--- config.mk ---
export PLATFORM = sky130hd
export DESIGN_NAME = sync_fifo_param
export DESIGN_NICKNAME = d
export VERILOG_FILES = /design/src/rtl/sync_fifo_param.sv
export SDC_FILE = /design/constraint.sdc
export NUM_CORES = 1
export LEC_CHECK = 0
export BUFFER_PORTS_ARGS = -buffer_cell sky130_fd_sc_hd__buf_2
export CORE_MARGIN = 1
export CORE_UTILIZATION = 65
export DETAILED_ROUTE_END_ITERATION = 12
export HOLD_SLACK_MARGIN = 0.02
export PLACE_DENSITY = 0.83
export RECOVER_POWER = 25
export SLEW_MARGIN = 20
export SYNTH_ARGS = -nofsm -noshare
export SYNTH_HDL_FRONTEND = slang
export SYNTH_SLANG_ARGS = --single-unit
--- constraint.sdc ---
create_clock -name clk -period 7.6 [get_ports clk]
set_input_delay 0.38 -clock clk [delete_from_list [all_inputs] [get_ports clk]]
set_output_delay 0.38 -clock clk [all_outputs]
set_load 0.02 [all_outputs]
--- src/rtl/sync_fifo_param.sv ---
// Single-clock parametrised FIFO: occupancy count, almost-full/empty thresholds,
// optional first-word-fall-through read, synchronous flush and sticky error flags.

module sync_fifo_param_chk #(
    parameter int DEPTH    = 16,
    parameter int AF_LEVEL = 14,
    parameter int AE_LEVEL = 2
) ();
    generate
        if (!((AE_LEVEL < AF_LEVEL) && (AF_LEVEL <= DEPTH))) begin : g_bad_levels
            $error("sync_fifo_param: thresholds must satisfy AE_LEVEL < AF_LEVEL <= DEPTH");
        end
    endgenerate
endmodule

module sync_fifo_param #(
    parameter int WIDTH    = 32,
    parameter int ADDRBITS = 4,
    parameter int FWFT     = 0,
    parameter int AF_LEVEL = 2**ADDRBITS - 2,
    parameter int AE_LEVEL = 2
) (
    input  logic                clk,
    input  logic                reset,
    input  logic [WIDTH-1:0]    wdata,
    input  logic                wen,
    input  logic                ren,
    input  logic                flush,
    input  logic                clr_err,
    output logic [WIDTH-1:0]    rdata,
    output logic                eflag,
    output logic                fflag,
    output logic                afull,
    output logic                aempty,
    output logic [ADDRBITS:0]   count,
    output logic                ovf,
    output logic                udf
);
    localparam int DEPTH = 2**ADDRBITS;

    localparam logic [ADDRBITS:0]   DEPTH_C  = (ADDRBITS+1)'(DEPTH);
    localparam logic [ADDRBITS:0]   AF_C     = (ADDRBITS+1)'(AF_LEVEL);
    localparam logic [ADDRBITS:0]   AE_C     = (ADDRBITS+1)'(AE_LEVEL);
    localparam logic [ADDRBITS:0]   CNT_ZERO = (ADDRBITS+1)'(1'b0);
    localparam logic [ADDRBITS:0]   CNT_ONE  = (ADDRBITS+1)'(1'b1);
    localparam logic [ADDRBITS-1:0] PTR_ZERO = ADDRBITS'(1'b0);
    localparam logic [ADDRBITS-1:0] PTR_ONE  = ADDRBITS'(1'b1);

    sync_fifo_param_chk #(
        .DEPTH    (DEPTH),
        .AF_LEVEL (AF_LEVEL),
        .AE_LEVEL (AE_LEVEL)
    ) u_chk ();

    logic [WIDTH-1:0]    mem_q [DEPTH];
    logic [ADDRBITS-1:0] wptr_q, wptr_d;
    logic [ADDRBITS-1:0] rptr_q, rptr_d;
    logic [ADDRBITS:0]   count_q, count_d;
    logic                ovf_q, ovf_d;
    logic                udf_q, udf_d;
    logic                eflag_s, fflag_s, afull_s, aempty_s;
    logic                wr_acc_s, rd_acc_s, ovf_set_s, udf_set_s;

    // Status flags decoded straight from the registered occupancy.
    always_comb begin
        eflag_s  = (count_q == CNT_ZERO);
        fflag_s  = (count_q == DEPTH_C);
        afull_s  = (count_q >= AF_C);
        aempty_s = (count_q <= AE_C);
    end

    // Request acceptance, pointer/count next state and sticky error next state.
    always_comb begin
        wr_acc_s  = 1'b0;
        rd_acc_s  = 1'b0;
        ovf_set_s = 1'b0;
        udf_set_s = 1'b0;
        wptr_d    = wptr_q;
        rptr_d    = rptr_q;
        count_d   = count_q;
        if (flush) begin
            wptr_d  = PTR_ZERO;
            rptr_d  = PTR_ZERO;
            count_d = CNT_ZERO;
        end else begin
            // Full/empty come from the start-of-cycle count, so a full FIFO
            // still takes a read and an empty one still takes a write.
            wr_acc_s  = wen & ~fflag_s;
            rd_acc_s  = ren & ~eflag_s;
            ovf_set_s = wen & fflag_s;
            udf_set_s = ren & eflag_s;
            if (wr_acc_s) begin
                wptr_d = wptr_q + PTR_ONE;
            end else begin
                wptr_d = wptr_q;
            end
            if (rd_acc_s) begin
                rptr_d = rptr_q + PTR_ONE;
            end else begin
                rptr_d = rptr_q;
            end
            case ({wr_acc_s, rd_acc_s})
                2'b10:   count_d = count_q + CNT_ONE;
                2'b01:   count_d = count_q - CNT_ONE;
                default: count_d = count_q;
            endcase
        end
        if (ovf_set_s) begin
            ovf_d = 1'b1;
        end else if (clr_err) begin
            ovf_d = 1'b0;
        end else begin
            ovf_d = ovf_q;
        end
        if (udf_set_s) begin
            udf_d = 1'b1;
        end else if (clr_err) begin
            udf_d = 1'b0;
        end else begin
            udf_d = udf_q;
        end
    end

    // Pointer, occupancy and error-flag registers.
    always_ff @(posedge clk) begin
        if (reset) begin
            wptr_q  <= PTR_ZERO;
            rptr_q  <= PTR_ZERO;
            count_q <= CNT_ZERO;
            ovf_q   <= 1'b0;
            udf_q   <= 1'b0;
        end else begin
            wptr_q  <= wptr_d;
            rptr_q  <= rptr_d;
            count_q <= count_d;
            ovf_q   <= ovf_d;
            udf_q   <= udf_d;
        end
    end

    // Storage array; deliberately not reset.
    always_ff @(posedge clk) begin
        if (wr_acc_s && !reset) begin
            mem_q[wptr_q] <= wdata;
        end
    end

    generate
        if (FWFT != 0) begin : g_fwft
            assign rdata = mem_q[rptr_q];
        end else begin : g_reg_read
            logic [WIDTH-1:0] rdata_q, rdata_d;

            // Load the head word only on an accepted read, otherwise hold.
            always_comb begin
                if (rd_acc_s) begin
                    rdata_d = mem_q[rptr_q];
                end else begin
                    rdata_d = rdata_q;
                end
            end

            // Registered read data.
            always_ff @(posedge clk) begin
                if (reset) begin
                    rdata_q <= {WIDTH{1'b0}};
                end else begin
                    rdata_q <= rdata_d;
                end
            end

            assign rdata = rdata_q;
        end
    endgenerate

    assign eflag  = eflag_s;
    assign fflag  = fflag_s;
    assign afull  = afull_s;
    assign aempty = aempty_s;
    assign count  = count_q;
    assign ovf    = ovf_q;
    assign udf    = udf_q;

endmodule

==> results.toml <==
[floorplan]
ios = 81
dieArea_sq_mm = 0.0334
fp.dieW_um = 183
rows = 65
start_util = 0.666
die_h_um = 183
core-area_sq_mm = 0.0319

[route]
drtIter0Drc = 1062
wl_per_cell_um = 27.6
wl_mm = 42.9
ant_nets = 0
drc = 0
via_per_inst = 6.54
first_pass_iters = 7
vias = 10200

[cells_and_area]
design_area_sq_mm = 0.0238
syn_to_final_growth_pct = 12.3
drive_above_1_share = 0.274
nets = 1129
nFillCells = 1738

[timing]
fmax_mhz = 312
worstMarginPinSlew_ps = 1100
drv_slew = 0
period_share = 0.421
hold_viol = 0
clock_skew_ps = 21.7
final.setup.tns_ps = 0
setup_viol = 0
min_period_ps = 3200
max_slew_margin = 0.264
rsz0062_at_grt = "false"
setup_slack_ps = 4400

[worst_setup_path]
start_kind = "flip-flop"
r2r_cells = 11
crit_path_max_incr_delay_ps = 600
critPathBufInv = 1
arrival_ps = 3690
critPathKind = "reg2reg"
end_kind = "flip-flop"
crit_fanout = 12
crit_family = "compound AO/OA/AOI/OAI gates"
cp.depth = 11
crit_slowest_cell = "a21boi_1"
crit_required_ps = 8090
worstPathCellList = "nor4_1 -> a21boi_1 -> inv_1 -> ha_1 -> xor2_1 -> ha_1 -> a211o_1 -> a21oi_1 -> a211oi_1 -> or3_1 -> a21oi_1"

[hold_path]
hold_path_class = "in2reg"
min_path_cells = 2

[global_routing]
grt_pass1_wl_mm = 63.8
grt_start_max_net_pins = 51
antenna_found_initial = 1
overflow = 0
grt.total_usage = 0.265
grt_pass1_vias = 10500

[clock_network]
cts_tree = "yes"
cts_root_buffer = "clkbuf_16"
cts_resized = 0
clk_pin_slew_worst_paths_ps = 60
numCtsBuffers = 53
clock_latency_ps = 570
postCtsSetupBuffers = 0
cts.sinks = 559
cts_buffer_depth = 3
htreeDepth = 2
ctsHoldBuffers = 0

[yosys]
yosys_warnings = 0
syn_nets = 1025
netlist.top_cell.by_area = "edfxtp_1"
ys_ff_latch = 559
netlist_area_sq_mm = 0.0212
synthTopCellsByArea = "edfxtp_1 (72%), mux4_2 (14%), dfxtp_1 (4.4%)"
syn_avg_cell_area_sq_um = 21.7
synth.yosys.seq_area_share = 0.769
synthCells = 978
synth_top_area_frac = 0.724
synth_cell_type_count = 39

[power]
p_leak_nw = 7.65
vdd_drop_max_uv = 197
power_density_mw_per_mm2 = 251

[place]
dp_slack_ps = 4340
place_congestion = 0.727
hpwl_mm = 22.8
placed_area_sq_mm = 0.0222
io_buffer_count = 80

[outcome]
outcome = "completed"

[job]
maxCapViolations = 0
[synthesized netlist by cell type, drive strengths merged]
master and n:
or3 4, nand2b 3, a22oi 1, xor2 7, a211oi 1, inv 5
nor2 35, nand2 12, a21oi 7, edfxtp 512, o21ai 4, buf 38
dfxtp 47, nand3 5, clkbuf 15, xnor2 2, a2111oi 1, nor2b 1
nand4b 1, nor4 1, a32o 2, a21boi 1, ha 9, a211o 2
a21o 32, nand4 2, o22ai 33, mux4 128, or4 2, mux2i 64
or2 1
[where the power goes]
part	internal [mW]	total [mW]	switching, mW
logic	0.0540	0.151	0.0969
registers	3.37	3.38	0.0125
clock network	1.39	2.45	1.06
[layer usage]
| layer | vias to the layer above | share of wire | global-route usage |
|---|---|---|---|
| met1 | 5349 | 0.39 | 0.366 |
| met4 | 0 | 0.028 | 0.0887 |
| met3 | 80 | 0.072 | 0.0461 |
| met2 | 489 | 0.51 | 0.438 |
| li1 | 4265 | - | - |
| met5 | - | 0 | 0 |
[cells by family after synthesis]
group / after synthesis / synth area share
AOI/OAI and AO/OA: 84 / 0.0274
xor gates and xnor gates: 9 / 0.00371
adders and majority gates: 9 / 0.00531
buffers and inverters: 58 / 0.0141
DFF: 559 / 0.769
muxes: 192 / 0.166
and+or+nand+nor: 67 / 0.0147
[through the flow]
stage / cells / utilization / hold slack (ps) / power, mW
after global routing: 1557 / 0.748 / 79.5 / 6.13
after detailed placement: 1461 / 0.698 / 434 / 3.59
after CTS: 1555 / 0.748 / 62.5 / 6.01
after global placement: 1458 / 0.695 / 427 / 3.59
final: 1557 / 0.748 / 77.9 / 5.98
after floorplan: 978 / - / 479 / 3.53
[cell type report]
class	instances	area [sq um]	share of cell area
well taps	435	544	0.0228
diodes	1	2.50	0.000105
repair buffers	102	612	0.0257
multi-input cells	361	4730	0.199
inverters	5	18.8	0.000787
flip-flops and latches	559	16300	0.685
clock inverters	21	159	0.00667
clock buffers	73	1440	0.0605
[cell usage in the layout (no fill, tap or decap), types with 4 or more instances in the layout]
cell / netlist / final
inv_1: 4 / 4
clkinv_1: 0 / 5
xor2_1: 7 / 7
ha_1: 9 / 9
nor2_1: 34 / 18
a21oi_1: 7 / 7
buf_2: 18 / 59
buf_4: 8 / 18
mux2i_1: 64 / 64
clkbuf_1: 15 / 37
dfxtp_1: 47 / 44
clkbuf_16: 0 / 53
a21o_1: 32 / 32
nand2_1: 12 / 12
nand3_1: 4 / 4
clkinv_2: 0 / 11
clkbuf_8: 0 / 4
or3_1: 4 / 4
edfxtp_1: 512 / 512
mux4_2: 128 / 128
o22ai_1: 33 / 33
nor2_4: 0 / 17
[registers in the layout, indices dropped and copies added, names as in the netlist]
register and flops:
ovf 1, rdata 32, mem_q 512, wptr_q 4
rptr_q 4, count 5, udf 1
[worst paths after layout]
check             startpoint        end  slack [ps]
hold / removal           wen        ovf          80
hold reg to reg    rdata[14]  rdata[14]         440
setup / recovery    count[1]   count[4]        4400
setup reg to reg    count[1]   count[4]        4400
Power figures use the tool's default switching activity.
